### src/rtl/branch_resolve_unit.sv
// EX-stage branch resolution: detects mispredicts, registers a PC redirect and
// holds an IF/ID flush window. Optional BRU_STATS_EN adds saturating counters.
module branch_resolve_unit #(
  parameter int size         = 32,
  parameter int FLUSH_CYCLES = 2
) (
  input  logic            clk,
  input  logic            reset,
  input  logic            ex_valid,
  input  logic            ex_is_branch,
  input  logic            ex_is_jal,
  input  logic            ex_is_jalr,
  input  logic            ex_pred_taken,
  input  logic            ex_cond,
  input  logic [size-1:0] ex_pc,
  input  logic [size-1:0] ex_imm,
  input  logic [size-1:0] ex_rs1,
  output logic            redirect_valid,
  output logic [size-1:0] redirect_pc,
  output logic            flush_if,
  output logic            flush_id,
  output logic            busy,
  output logic [31:0]     stat_resolved,
  output logic [31:0]     stat_mispredict
);

  typedef enum logic [1:0] {IDLE, REDIRECT, FLUSH} state_t;

  // Only meaningful when FLUSH_CYCLES > 1; the FLUSH state is never entered otherwise.
  localparam logic [3:0] CNT_INIT = 4'(FLUSH_CYCLES - 2);

  state_t          r_state, w_next;
  logic [3:0]      r_cnt;
  logic [size-1:0] r_redirect_pc;
  logic            w_resolve, w_ctl, w_mis, w_mis_ev;
  logic [size-1:0] w_target, w_jalr_sum;

  assign w_resolve  = ex_valid && (r_state == IDLE);
  assign w_jalr_sum = ex_rs1 + ex_imm;

  // JALR > JAL > branch when several type flags are set.
  always_comb begin
    w_ctl    = 1'b0;
    w_mis    = 1'b0;
    w_target = ex_pc + 4;
    if (ex_is_jalr) begin
      w_ctl    = 1'b1;
      w_mis    = 1'b1;
      w_target = {w_jalr_sum[size-1:1], 1'b0};
    end else if (ex_is_jal) begin
      w_ctl    = 1'b1;
      w_mis    = !ex_pred_taken;
      w_target = ex_pc + ex_imm;
    end else if (ex_is_branch) begin
      w_ctl    = 1'b1;
      w_mis    = (ex_cond != ex_pred_taken);
      w_target = ex_cond ? (ex_pc + ex_imm) : (ex_pc + 4);
    end
  end

  assign w_mis_ev = w_resolve && w_ctl && w_mis;

  always_comb begin
    w_next = r_state;
    case (r_state)
      IDLE:     if (w_mis_ev) w_next = REDIRECT;
      REDIRECT: w_next = (FLUSH_CYCLES > 1) ? FLUSH : IDLE;
      FLUSH:    if (r_cnt == 4'd0) w_next = IDLE;
      default:  w_next = IDLE;
    endcase
  end

  always_ff @(posedge clk or negedge reset) begin
    if (!reset) begin
      r_state       <= IDLE;
      r_cnt         <= 4'd0;
      r_redirect_pc <= '0;
    end else begin
      r_state <= w_next;
      if (r_state == REDIRECT)
        r_cnt <= CNT_INIT;
      else if (r_state == FLUSH && r_cnt != 4'd0)
        r_cnt <= r_cnt - 4'd1;
      if (w_mis_ev)
        r_redirect_pc <= w_target;
    end
  end

  // Outputs decode the async-reset state register, so reset clears them at once.
  assign redirect_valid = (r_state == REDIRECT);
  assign flush_if       = (r_state != IDLE);
  assign flush_id       = (r_state != IDLE);
  assign busy           = (r_state != IDLE);
  assign redirect_pc    = r_redirect_pc;

`ifdef BRU_STATS_EN
  logic [31:0] r_stat_res, r_stat_mis;

  always_ff @(posedge clk or negedge reset) begin
    if (!reset) begin
      r_stat_res <= '0;
      r_stat_mis <= '0;
    end else begin
      if (w_resolve && w_ctl && r_stat_res != 32'hFFFF_FFFF)
        r_stat_res <= r_stat_res + 32'd1;
      if (w_mis_ev && r_stat_mis != 32'hFFFF_FFFF)
        r_stat_mis <= r_stat_mis + 32'd1;
    end
  end

  assign stat_resolved   = r_stat_res;
  assign stat_mispredict = r_stat_mis;
`else
  assign stat_resolved   = 32'd0;
  assign stat_mispredict = 32'd0;
`endif

endmodule

### config.mk
export PLATFORM = sky130hd
export DESIGN_NAME = branch_resolve_unit
export DESIGN_NICKNAME = d
export VERILOG_FILES = /design/src/rtl/branch_resolve_unit.sv
export SDC_FILE = /design/constraint.sdc
export NUM_CORES = 1
export LEC_CHECK = 0
export ABC_CLOCK_PERIOD_IN_PS = 3200
export CAP_MARGIN = 20
export CORE_ASPECT_RATIO = 2
export CORE_MARGIN = 4
export CORE_UTILIZATION = 52
export CTS_CLUSTER_SIZE = 30
export DETAILED_ROUTE_END_ITERATION = 7
export GPL_ROUTABILITY_DRIVEN = 0
export PLACE_DENSITY = 0.89
export RECOVER_POWER = 100
export SLEW_MARGIN = 40
export SYNTH_ARGS = -nofsm -noshare
export SYNTH_HDL_FRONTEND = slang
export SYNTH_SLANG_ARGS = --single-unit
### constraint.sdc
create_clock -name clk -period 3.2 [get_ports clk]
set_input_delay 0.64 -clock clk [delete_from_list [all_inputs] [get_ports clk]]
set_output_delay 0.64 -clock clk [all_outputs]
set_load 0.01 [all_outputs]
==> results of run 1 <==
metrics by stage:
| stage | hold slack [ns] | std cells |
|---|---|---|
| floorplan | 0.344 | 902 |
| global placement | 0.460 | 1288 |
| CTS | 0.340 | 1308 |
| detailed placement | 0.469 | 1288 |
layer usage:
layer  GRT usage [%]  overflow
met3            22.4         0
met4            54.0         0
met5               0         0
met1            43.3         0
met2            75.7         1
logic make-up after synthesis:
family	count (synthesis)	synth area share, %
other	1	0.0590
XOR/XNOR	80	11.0
AND/OR/NAND/NOR	253	19.0
multiplexers	13	2.10
flip-flops	38	14.9
buffers and inverters	116	11.1
AO/OA/AOI/OAI	272	28.6
adder cells (fa/ha/maj)	66	13.2
what timing repair did:
| action | 4_1_cts |
|---|---|
| setup buffers | 12 |
| gates resized for setup | 135 |
| pin swaps | 52 |
| setup endpoints to repair | 22 |
==> results.txt, run 1 <==
- Root Driver: sky130_fd_sc_hd__clkbuf_16
* Share of Yosys cell area claimed by the top area cell type: 14.9%
* Port Buffers: 139
- Summing the sequential cell areas from Yosys gives 14.9% of the chip area.
- Last step reached: 5_1_grt
* Synth unique cells: 72
- For this design, the CTS-stage hold fixing added 0 buffers.
* Area leader, netlist: sky130_fd_sc_hd__dfrtp_1
- The H-tree generated during clock tree synthesis spans 2 levels.
* Post-place instance area: 9050 um^2
- The most used flip-flop cell after synthesis is sky130_fd_sc_hd__dfrtp_1.
- Entering global routing, the biggest net connects 47 pins.
- No sink is reached through more buffers than the 2 on the longest clock path.
- First-pass GRT wire length: 52.2 mm
* Number of enable flip-flop cells after synthesis: 0
- Total overflow reported by the global router: 1
- The flow did not finish.
- The initial utilization of the core area, before any placement, comes to 53.7%.
- In this run the horizontal extent of the chip is 86.2 um.
- The cell area that synthesis handed to floorplanning was 6360 um^2.
- Pin placement for this block handled 204 I/O pins.
* Total track usage: 48.9%
- The first error in the log reads "[ERROR GRT-0116] Global routing finished with congestion. Check the congestion regions in the DRC Viewer".
- Counting every instance in the synthesized netlist gives 839.
- Placed wire-length estimate after detailed placement: 21.4 mm
* Share of flip-flops with an asynchronous set or reset after synthesis: 100%
- The Yosys step of the flow raised 0 warnings.
- Vias in the first global route: 9730
- Cell with the most instances after synthesis: sky130_fd_sc_hd__nand2_1
* FF+latch count, synth: 38
- Mean cell area of the mapped netlist: 7.58 um^2
- Die height: 164 um
- Sorting the synthesized cells by area gives the leading types as sky130_fd_sc_hd__dfrtp_1 15%, sky130_fd_sc_hd__ha_1 13%, sky130_fd_sc_hd__buf_4 7.8%.
- Number of CTS-inserted buffers: 5
- Clock tree synthesis found a total of 38 sinks.
* Rows: 56
* Synth cell count leaders: 89 x sky130_fd_sc_hd__nand2_1, 79 x sky130_fd_sc_hd__a21oi_1, 66 x sky130_fd_sc_hd__buf_4
- Pre-CTS setup slack: -0.903 ns
==> run 2, diff against run 1 <==
CORE_ASPECT_RATIO = unset   (was 2)
CORE_UTILIZATION = 40   (was 52)
CTS_CLUSTER_SIZE = unset   (was 30)
PLACE_DENSITY = unset   (was 0.89)
PLACE_DENSITY_LB_ADDON = 0.15   (was unset)
==> run 2 against run 1 <==
  * The flow now finishes, with violations (capacitance limit, slew limit, setup timing)
  * Synthesized cell count did not move
  * Area after synthesis unchanged
==> results.txt, run 2 <==
- Run status: complete, but fails checks (was stopped before the end)
- Violations in the final reports: capacitance limit, slew limit, setup timing
- Post-route worst hold slack: 0.468 ns
- Mean cell area of the mapped netlist: 7.58 um^2 (unchanged)
- The proportion of synthesized flip-flops having asynchronous set or reset is 100% (unchanged).
- The netlist area before placement is 6360 um^2 (unchanged).
- The maximum count of clock buffers along a single path was 2 (unchanged).
- Worst EP required: 3.34 ns
- In this run, the number of DRC markers left after iteration 0 of detailed routing was 555.
- The hold buffer count at cts came to 0 (unchanged).
* Total detailed-routing wirelength: 22.7 mm
- The synthesized flop and latch total came to 38 (unchanged).
* Number of CTS-inserted buffers: 5 (unchanged)
- Setup repair after global routing could not meet its margin everywhere.
- Initial Util: 41.4% (was 53.7%)
* Nets: 1356
- The count of synthesis-stage warnings from yosys came to 0 (unchanged).
- Worst Setup Slack, final: -0.0637 ns
- Leaving out fill and tap cells, the most frequent cell in the layout is sky130_fd_sc_hd__buf_4.
- The total number of H-tree levels came to 2 (unchanged).
- Synth unique cells: 72 (unchanged)
- The endpoint identified for the worst register-to-register timing path is redirect_pc[30].
- The row count was 45 (was 56).
- Across the run, the number of max-cap violations was 1.
- Headroom to the max-slew limit came out at -38.8%.
* Synthesized instance count: 839 (unchanged)
- The detailed router placed 7370 vias in this run.
- VDD sags by at most 249 uV.
- Final count of hold timing violations: 0
* Number of enable flip-flop cells after synthesis: 0 (unchanged)
- Kind of end point of the critical path: register
* Die Outline Area: 18000 um^2
- Clock slew at reported path FFs: 0.05 ns
- Predominant post-synthesis flop cell: sky130_fd_sc_hd__dfrtp_1 (unchanged)
- The routed design could run at a clock period as short as 3.26 ns.
* Root Driver: sky130_fd_sc_hd__clkbuf_16 (unchanged)
* Ratio of routed vias to standard cells: 5.28
- The number of top-level pins is 204 (unchanged).
- Total overflow reported by the global router: 0
- Inserted Diodes: 0
* Share of the clock period used by the worst path after layout: 102%
* Final routed DRC violation total: 0
- Critical Setup Path Class: in2reg
- Clock latency reported for the late side of the worst-skew pair: 0.28 ns
* Depth of the most critical reg-to-reg path: 7
* Slew Viols, Final: 39
- The count of clock tree sinks was 38 (unchanged).
- Entering global routing, the biggest net connects 50 pins.
* Leak pwr: 4.75 nW
* Reg-to-reg critical path startpoint: r_state[1]
* Top achievable clock speed: 306 MHz
- Share of the yosys chip area belonging to registers: 14.9% (unchanged)
- STA classifies the critical path startpoint as a primary input.
- The x dimension of the die was 134 um (was 86.2 um).
- Placeable core region: 15400 um^2
- The initial antenna violation count was 0.
* Pin slew with the least headroom to its limit: 2.08 ns
* Total track usage: 24.0%
- The largest area contributor in the synthesized netlist is sky130_fd_sc_hd__dfrtp_1 (unchanged).
* Placed wire-length estimate after detailed placement: 18.4 mm (was 21.4 mm)
- Cell with the most instances after synthesis: sky130_fd_sc_hd__nand2_1 (unchanged)
* Port Buffers: 139 (unchanged)
* Fillcell total: 1369
* Final Skew: 0.00479 ns
- Worst min path class: reg2reg
- Slack of the worst reg-to-reg path: 1.29 ns
- Leaving out fill and tap cells, the most frequent cells in the layout are 229 x sky130_fd_sc_hd__buf_4, 88 x sky130_fd_sc_hd__nand2_1, 69 x sky130_fd_sc_hd__a21oi_1.
- In this run the worst setup path terminates at redirect_pc[5].
* Number of optimization iterations in the first detailed-route pass: 5
- The first global-routing pass estimated 35.0 mm of wire.
* Number of flip-flops under the largest register name: 32
- Power comes to 3.20 mW.
- The top-area cell type share of the netlist area was 14.9% (unchanged).
* Origin of the worst setup path: ex_rs1[2]
- Setup violations remaining at the end of the flow were counted as 2.
- Antenna Nets Post-Route: 0
- Fraction of layout instances using a drive strength above 1: 28.9%
- Highest net fanout along the worst path: 3
- Vias in the first global route: 6843
- Dividing the detail-routed wire length by the instance count gives 16.3 um.
- Data arrival time of the critical path: 3.41 ns
- Synth cell count leaders: 89 x sky130_fd_sc_hd__nand2_1, 79 x sky130_fd_sc_hd__a21oi_1, 66 x sky130_fd_sc_hd__buf_4 (unchanged)
- Power density over the cells: 319 nW/um^2
- TritonCTS built the clock tree.
- Cells taking the most area after synthesis: sky130_fd_sc_hd__dfrtp_1 15%, sky130_fd_sc_hd__ha_1 13%, sky130_fd_sc_hd__buf_4 7.8% (unchanged)
- The area growth from synthesis to layout is 57.7%.
- Die height: 134 um (was 164 um)
==> run 2: where the power goes <==
part / total [mW] / switching, mW / leakage [nW] / internal, mW
clock: 0.469 / 0.188 / 0.0694 / 0.281
sequential: 0.702 / 0.0869 / 0.470 / 0.615
combinational: 2.03 / 0.982 / 4.21 / 1.05
==> run 2: layout make-up <==
type,count,area [um^2],area share [%]
multi-input combinational,748,5520,55.0
sequential,38,951,9.48
clock inverter,2,10.0,0.0998
timing repair buffer,371,3080,30.7
clock buffer,5,125,1.25
inverter,22,82.6,0.823
tap,211,264,2.63
==> run 2: cell families after synthesis <==
logic type                 share of synthesized area (%)
DFF                                                 14.9
and+or+nand+nor                                     19.0
xor gates and xnor gates                            11.0
buffers and inverters                               11.1
other                                             0.0590
adders and majority gates                           13.2
muxes                                               2.10
AOI/OAI and AO/OA                                   28.6
==> run 2: through the flow <==
step / instance area (um^2) / utilization [%] / setup WS, ns / std cells / TNS [ns]
floorplan: 6610 / - / 0.00491 / 902 / 0
global placement: 9180 / 59.7 / -0.914 / 1362 / -11.25
detailed placement: 9180 / 59.7 / -0.933 / 1362 / -11.72
CTS: 9830 / 64.0 / 0.00142 / 1391 / 0
global route: 10000 / 65.2 / -0.158 / 1397 / -0.660
finish: 10000 / 65.2 / -0.0637 / 1397 / -0.0741
==> run 2: repair_timing <==
| action | in CTS | in global routing |
|---|---|---|
| setup endpoints to repair | 20 | 16 |
| resized for setup | 139 | 46 |
| buffers inserted | 24 | 6 |
| pin swaps | 57 | 40 |
==> run 2: routing by layer <==
layer	share of wire, %	up-vias	wire, um	global-route usage, %
met5	0	-	0	0
met4	2.0	0	454	6.05
met3	7.1	38	1610	2.29
met2	45	304	10200	37.9
met1	46	3414	10500	35.1
li1	-	3614	-	-
==> run 2: worst max-delay path, stage by stage <==
cell and delay [ns]:
sky130_fd_sc_hd__dlygate4sd2_1 0.26, sky130_fd_sc_hd__ha_4 0.30, sky130_fd_sc_hd__nand4_1 0.14, sky130_fd_sc_hd__buf_4 0.17, sky130_fd_sc_hd__buf_4 0.12, sky130_fd_sc_hd__buf_4 0.12, sky130_fd_sc_hd__buf_4 0.12, sky130_fd_sc_hd__buf_4 0.12
sky130_fd_sc_hd__buf_4 0.12, sky130_fd_sc_hd__buf_4 0.12, sky130_fd_sc_hd__buf_4 0.12, sky130_fd_sc_hd__buf_4 0.12, sky130_fd_sc_hd__buf_4 0.12, sky130_fd_sc_hd__buf_4 0.13, sky130_fd_sc_hd__nand2_1 0.05, sky130_fd_sc_hd__a21o_1 0.14
sky130_fd_sc_hd__a21oi_2 0.08, sky130_fd_sc_hd__xnor2_2 0.15, sky130_fd_sc_hd__a21oi_1 0.18, sky130_fd_sc_hd__o21ai_1 0.10
==> run 2: worst min path at each step <==
stage	startpoint	endpoint	slack (ns)	depth (start not counted)
after floorplan	reset	r_cnt[0]	0.34	0
after global routing	redirect_pc[18]	redirect_pc[18]	0.51	2
final	redirect_pc[0]	redirect_pc[0]	0.47	2
after detailed placement	redirect_pc[0]	redirect_pc[0]	0.47	2
after CTS	reset	redirect_pc[1]	0.35	1
after global placement	redirect_pc[11]	redirect_pc[11]	0.46	2
Power figures use the tool's default switching activity.
